[config.mk]
export PLATFORM = sky130hd
export DESIGN_NAME = display_scan_scheduler
export DESIGN_NICKNAME = d
export VERILOG_FILES = /design/src/rtl/display_scan_scheduler_pkg.sv /design/src/rtl/display_scan_scheduler_prescaler.sv /design/src/rtl/display_scan_scheduler.sv
export SDC_FILE = /design/constraint.sdc
export NUM_CORES = 1
export LEC_CHECK = 0
export CORE_UTILIZATION = 50
export CTS_CLUSTER_SIZE = 25
export DETAILED_ROUTE_END_ITERATION = 7
export GPL_ROUTABILITY_DRIVEN = 0
export GPL_TIMING_DRIVEN = 0
export PLACE_DENSITY_LB_ADDON = 0.2
export SYNTH_ARGS = -nofsm -noshare
export SYNTH_HDL_FRONTEND = slang
export SYNTH_SLANG_ARGS = --single-unit
export TNS_END_PERCENT = 30
[constraint.sdc]
create_clock -name clk -period 3.4 [get_ports clk]
set_clock_uncertainty 0.05 [all_clocks]
set_input_delay 0.68 -clock clk [delete_from_list [all_inputs] [get_ports clk]]
set_output_delay 0.68 -clock clk [all_outputs]
set_load 0.01 [all_outputs]
[src/rtl/display_scan_scheduler_pkg.sv]
// disp_pkg: shared constants for the seven-segment scan scheduler.
//   src_e             display owner encoding (NONE/DBG/RES/HALT)
//   AN_IDX0..AN_IDX3  active-low anode patterns for slot indices 0..3
//   HALT_CODE_DEFAULT word shown while the halt source owns the display
//   anode_for()       slot index -> anode pattern
package disp_pkg;

  typedef enum logic [1:0] {
    SRC_NONE = 2'd0,
    SRC_DBG  = 2'd1,
    SRC_RES  = 2'd2,
    SRC_HALT = 2'd3
  } src_e;

  localparam logic [3:0]  AN_IDX0 = 4'b0111;
  localparam logic [3:0]  AN_IDX1 = 4'b1011;
  localparam logic [3:0]  AN_IDX2 = 4'b1101;
  localparam logic [3:0]  AN_IDX3 = 4'b1110;
  localparam logic [3:0]  AN_OFF  = 4'b1111;

  localparam logic [15:0] HALT_CODE_DEFAULT = 16'hBBBB;

  function automatic logic [3:0] anode_for(input logic [1:0] idx);
    logic [3:0] an;
    case (idx)
      2'd0:    an = AN_IDX0;
      2'd1:    an = AN_IDX1;
      2'd2:    an = AN_IDX2;
      default: an = AN_IDX3;
    endcase
    return an;
  endfunction

endpackage

[src/rtl/display_scan_scheduler_prescaler.sv]
// scan_prescaler: free-running divider producing the digit-slot tick.
//   clk    in  system clock
//   reset  in  synchronous active-high reset (counter back to 0)
//   tick   out high for the one cycle where the counter sits at SCAN_DIV-1
module scan_prescaler #(
  parameter int SCAN_DIV = 50000
) (
  input  logic clk,
  input  logic reset,
  output logic tick
);

  localparam int CW = (SCAN_DIV > 1) ? $clog2(SCAN_DIV) : 1;
  localparam logic [CW-1:0] LAST = CW'(SCAN_DIV - 1);

  logic [CW-1:0] r_cnt;

  always_ff @(posedge clk) begin
    if (reset)
      r_cnt <= '0;
    else if (r_cnt == LAST)
      r_cnt <= '0;
    else
      r_cnt <= r_cnt + 1'b1;
  end

  assign tick = (r_cnt == LAST);

endmodule

[src/rtl/display_scan_scheduler.sv]
// display_scan_scheduler: drives a 4-digit multiplexed seven-segment display
// and arbitrates three requesters (halt > result > debug) for its 16-bit word.
//   clk, reset        system clock, synchronous active-high reset
//   req_halt          halt/error request, shows HALT_CODE
//   req_result        result request, result_data sampled at commit
//   req_dbg           debug request, dbg_data sampled at commit
//   digit             registered nibble of the active digit
//   anode             registered active-low one-hot-zero anode enables
//   frame_done        one-cycle pulse at the end of the AN0 slot
//   src               current display owner (disp_pkg::src_e encoding)
module display_scan_scheduler
  import disp_pkg::*;
#(
  parameter int          SCAN_DIV   = 50000,
  parameter int          MIN_FRAMES = 2,
  parameter logic [15:0] HALT_CODE  = HALT_CODE_DEFAULT
) (
  input  logic        clk,
  input  logic        reset,
  input  logic        req_halt,
  input  logic        req_result,
  input  logic [15:0] result_data,
  input  logic        req_dbg,
  input  logic [15:0] dbg_data,
  output logic [3:0]  digit,
  output logic [3:0]  anode,
  output logic        frame_done,
  output logic [1:0]  src
);

  localparam int HW = $clog2(MIN_FRAMES + 1);
  localparam logic [HW-1:0] HOLD_MAX = HW'(MIN_FRAMES);

  logic          w_tick;
  logic          w_fb;
  logic [1:0]    r_idx;
  logic [15:0]   r_word;
  src_e          r_src;
  logic [HW-1:0] r_hold;
  logic [3:0]    r_digit;
  logic [3:0]    r_anode;
  logic          r_frame_done;

  logic [1:0]    w_idx_nxt;
  logic [15:0]   w_word_nxt;
  src_e          w_src_nxt;
  logic [HW-1:0] w_hold_nxt;
  logic [3:0]    w_digit_nxt;
  logic [3:0]    w_anode_nxt;

  scan_prescaler #(.SCAN_DIV(SCAN_DIV)) u_prescaler (
    .clk   (clk),
    .reset (reset),
    .tick  (w_tick)
  );

  // The AN0 slot ends on the tick that moves idx from 3 back to 0.
  assign w_fb = w_tick && (r_idx == 2'd3);

  always_ff @(posedge clk) begin
    if (reset) begin
      r_idx        <= 2'd3;
      r_word       <= '0;
      r_src        <= SRC_NONE;
      r_hold       <= '0;
      r_digit      <= '0;
      r_anode      <= AN_OFF;
      r_frame_done <= 1'b0;
    end else begin
      r_idx        <= w_idx_nxt;
      r_word       <= w_word_nxt;
      r_src        <= w_src_nxt;
      r_hold       <= w_hold_nxt;
      r_digit      <= w_digit_nxt;
      r_anode      <= w_anode_nxt;
      r_frame_done <= w_fb;
    end
  end

  // Ownership only changes at a frame boundary, so a word never changes mid-frame.
  always_comb begin
    w_src_nxt  = r_src;
    w_word_nxt = r_word;
    w_hold_nxt = r_hold;
    if (w_fb) begin
      if (req_halt) begin
        w_src_nxt  = SRC_HALT;
        w_word_nxt = HALT_CODE;
      end else if (r_src == SRC_RES && req_result) begin
        w_word_nxt = result_data;
      end else if (r_src == SRC_DBG && req_dbg) begin
        w_word_nxt = dbg_data;
      end else if (r_hold >= HOLD_MAX || r_src == SRC_NONE) begin
        if (req_result) begin
          w_src_nxt  = SRC_RES;
          w_word_nxt = result_data;
        end else if (req_dbg) begin
          w_src_nxt  = SRC_DBG;
          w_word_nxt = dbg_data;
        end
      end

      if (w_src_nxt != r_src)
        w_hold_nxt = '0;
      else if (r_hold < HOLD_MAX)
        w_hold_nxt = r_hold + 1'b1;
    end
  end

  // Digit load uses the post-commit word so the first digit of a new frame
  // already comes from the freshly committed value.
  always_comb begin
    w_idx_nxt   = r_idx;
    w_digit_nxt = r_digit;
    w_anode_nxt = r_anode;
    if (w_tick) begin
      w_idx_nxt   = r_idx + 2'd1;
      w_anode_nxt = anode_for(w_idx_nxt);
      case (w_idx_nxt)
        2'd0:    w_digit_nxt = w_word_nxt[15:12];
        2'd1:    w_digit_nxt = w_word_nxt[11:8];
        2'd2:    w_digit_nxt = w_word_nxt[7:4];
        default: w_digit_nxt = w_word_nxt[3:0];
      endcase
    end
  end

  assign digit      = r_digit;
  assign anode      = r_anode;
  assign frame_done = r_frame_done;
  assign src        = r_src;

endmodule

==> results of run 1 <==
cell families after synthesis:
group | count (synthesis) | synth area share [%]
AO/OA/AOI/OAI | 100 | 27.4
XOR/XNOR | 13 | 4.19
adder cells (fa/ha/maj) | 9 | 4.14
buffers and inverters | 32 | 6.12
multiplexers | 2 | 0.783
flip-flops | 47 | 34.6
AND/OR/NAND/NOR | 115 | 22.7
cell usage in the layout (no fill, tap or decap), types with 9 or more instances in the layout:
cell type	synthesis	layout
clkdlybuf4s50_1	0	45
nor2_1	35	35
inv_1	13	13
o21ai_0	17	17
dfxtp_1	47	47
a21oi_1	21	21
ha_1	9	9
nand2_1	23	23
nand3_1	9	9
per-layer routing:
layer	up-vias	wire (µm)	share of wire [%]	global-route usage, %
met1	1203	3310	48	37.6
met3	8	455	6.6	4.63
met2	89	3100	45	40.2
li1	1265	-	-	-
met4	0	74	1.1	5.35
met5	-	0	0	0
area by class of cell:
class	instances	area share (%)
buffer	18	3.41
sequential	47	28.2
inverter	14	1.57
clock buffer	6	2.17
timing repair buffer	45	13.5
clock inverter	2	0.375
tap	70	2.62
multi-input combinational	239	48.2
power by group:
part	total [mW]	switching, mW	internal, mW
clock	0.334	0.189	0.144
sequential	0.555	0.00240	0.553
combinational	0.117	0.0548	0.0620
total	1.01	0.247	0.759
registers in the layout (all words and copies together), names as in the netlist:
name,cells
anode,4
digit,4
frame_done,1
r_hold,2
r_idx,2
r_word,16
src,2
u_prescaler.r_cnt,16
cell usage after synthesis (7+ instances only):
cell type,number
nand2_1,23
ha_1,9
nand3_1,9
xnor2_1,7
dfxtp_1,47
and2_1,7
inv_1,13
o21ai_0,17
nor2_1,35
a21oi_1,21
buf_2,7
a221oi_1,7
worst reg2reg max path: stages (launching register included):
cell and delay [ns]:
dfxtp_1 0.39, ha_1 0.26, nor2_4 0.21, o21ai_2 0.16, and2_1 0.22, buf_6 0.16
a221oi_1 0.48, o22a_1 0.23, a32oi_1 0.10
worst max path at each step:
stage / startpoint / endpoint / slack, ns / depth (start not counted)
after detailed placement: req_result / digit[3] / 0.56 / 8
after global routing: req_result / digit[3] / 0.74 / 8
after global placement: req_result / digit[3] / 0.59 / 8
final: req_result / digit[3] / 0.85 / 8
after CTS: req_result / digit[3] / 0.88 / 8
after floorplan: req_dbg / digit[3] / 1.20 / 8
through the flow:
stage | area [µm²] | setup WS, ns | hold slack, ns
6_report | 3340 | 0.853 | 0.419
5_1_grt | 3340 | 0.741 | 0.455
4_1_cts | 3340 | 0.881 | 0.419
3_5_place_dp | 3260 | 0.565 | 0.393
3_3_place_gp | 3260 | 0.588 | 0.384
2_1_floorplan | 2720 | 1.20 | 0.368
==> reports/results.txt, run 1 <==
Status: finished, final reports clean
Asr flop ratio synth: 0%
FILL cells: 448
Initial core utilization: 52.5%
Initial antenna violation count: 0
Distinct cells, synth: 70
Die area: 5730 µm²
CP top delay family: buffers and inverters
CTS sink cnt: 47
Io pins: 48
Iter 0 DRT Violations: 218
Register area share after synthesis: 34.6%
Final ANT Viol Nets: 0
Fmax: 0.393 GHz
CP peak stage delay: 0.60 ns
Worst EP arrival: 2.69 ns
Total setup buffers inserted after CTS: 0
Die X: 75.7 µm
Mean Syn Cell Area: 8.55 µm²
Reg area: 941 µm²
EDFF count, synth: 0
Min-Delay Endpoint: u_prescaler.r_cnt[0]
Cell taking the most area after synthesis: dfxtp_1
Vias in the first global route: 2297
Reg2reg start: r_hold[1]
DPL Wire Length: 5.05 mm
CP max-delay cell: clkdlybuf4s50_1
TritonRoute pass-1 iters: 4
DR vias/cell: 5.82
Hold depth: 1
Largest net degree at the start of global routing: 15
Hold-fix buffers, CTS: 0
Nets: 416
Placed cells: 433
Worst R2R Setup Slack: 1.02 ns
Crit path capture type: register
Setup CP Type: in2reg
Ys Warns: 0
Syn-to-layout area delta: 22.9%
CP Max Fanout: 10
Setup-failing EPs final: 0
Synth Register Bits: 47
Critical Path Start Type: input pin
Post-synth top area share: 34.6%
Share of layout cells above drive strength 1: 10.2%
Via count: 2565
CTS tree: yes
Area occupied by multi-input gates: 1610 µm²
Syn nets: 364
Crit path buf inv count: 2
First-pass GRT wire length: 11.1 mm
Ant. Diodes: 0
GRT Overall Usage: 25.9%
Final cell count without fillers: 441
Wire per inst: 15.7 µm
CP Cell Sequence: clkdlybuf4s50_1 > buf_2 > nand3b_1 > nor2_1 > a211oi_1 > a211oi_2 > o221ai_1 > o32a_1
Number of port buffers: 45
Slew @ Worst Pin: 0.555 ns
DRC violations left: 0
Grt ovf: 0
Clock root cell: clkbuf_8
Depth of the CTS H-tree: 2
Cell area power density: 301 nW/µm²
Top FF cell, synth: dfxtp_1
Die H: 75.7 µm
Worst reg2reg path endpoint: digit[1]
Final Hold Fails: 0
Max clock buf depth: 2
Worst hold start: u_prescaler.r_cnt[0]
Post-Syn Area: 2720 µm²
Max-slew violation count: 0
Worst Hold Class: reg2reg
DRT Wirelength: 6.94 mm
TritonCTS Buffers: 5
Leak pwr: 1.26 nW
Reg2reg path depth: 8
Final Util: 64.6%
Post-route setup TNS: 0 ns
Final Power: 1.01 mW
Mapped Cells: 318
WP data required: 3.54 ns
Clk_lat worst skew: 0.30 ns
VDD IR max: 0.000232 V
Rel. slew slack: 63.0%
Fin crit share: 74.9%
Dominant cells by area after synthesis: dfxtp_1, nor2_1, ha_1
FP Rows: 26
Tmin final: 2.55 ns
Core Area: 5170 µm²
RSZ-0062 raised after global routing: no
MaxCap Viol Count: 0
Resized Gates After CTS: 0
Clock slew at reported path FFs: 0.09 ns
Power figures use the tool's default switching activity.
==> run 2: changes to the inputs <==
Clock period 3.4 ns to 2.7 ns, I/O delays scaled along.
==> results of run 2 <==
The final DEF is identical to that of run 1. Status: finished, final reports clean.
Among the figures that moved: setup slack after placement 0.565 ns -> 0.00492 ns; setup slack after layout 0.853 ns -> 0.293 ns; register-to-register setup slack 1.02 ns -> 0.32 ns; total power 1.01 mW -> 1.27 mW; worst IR drop on VDD 0.000232 V -> 0.000292 V
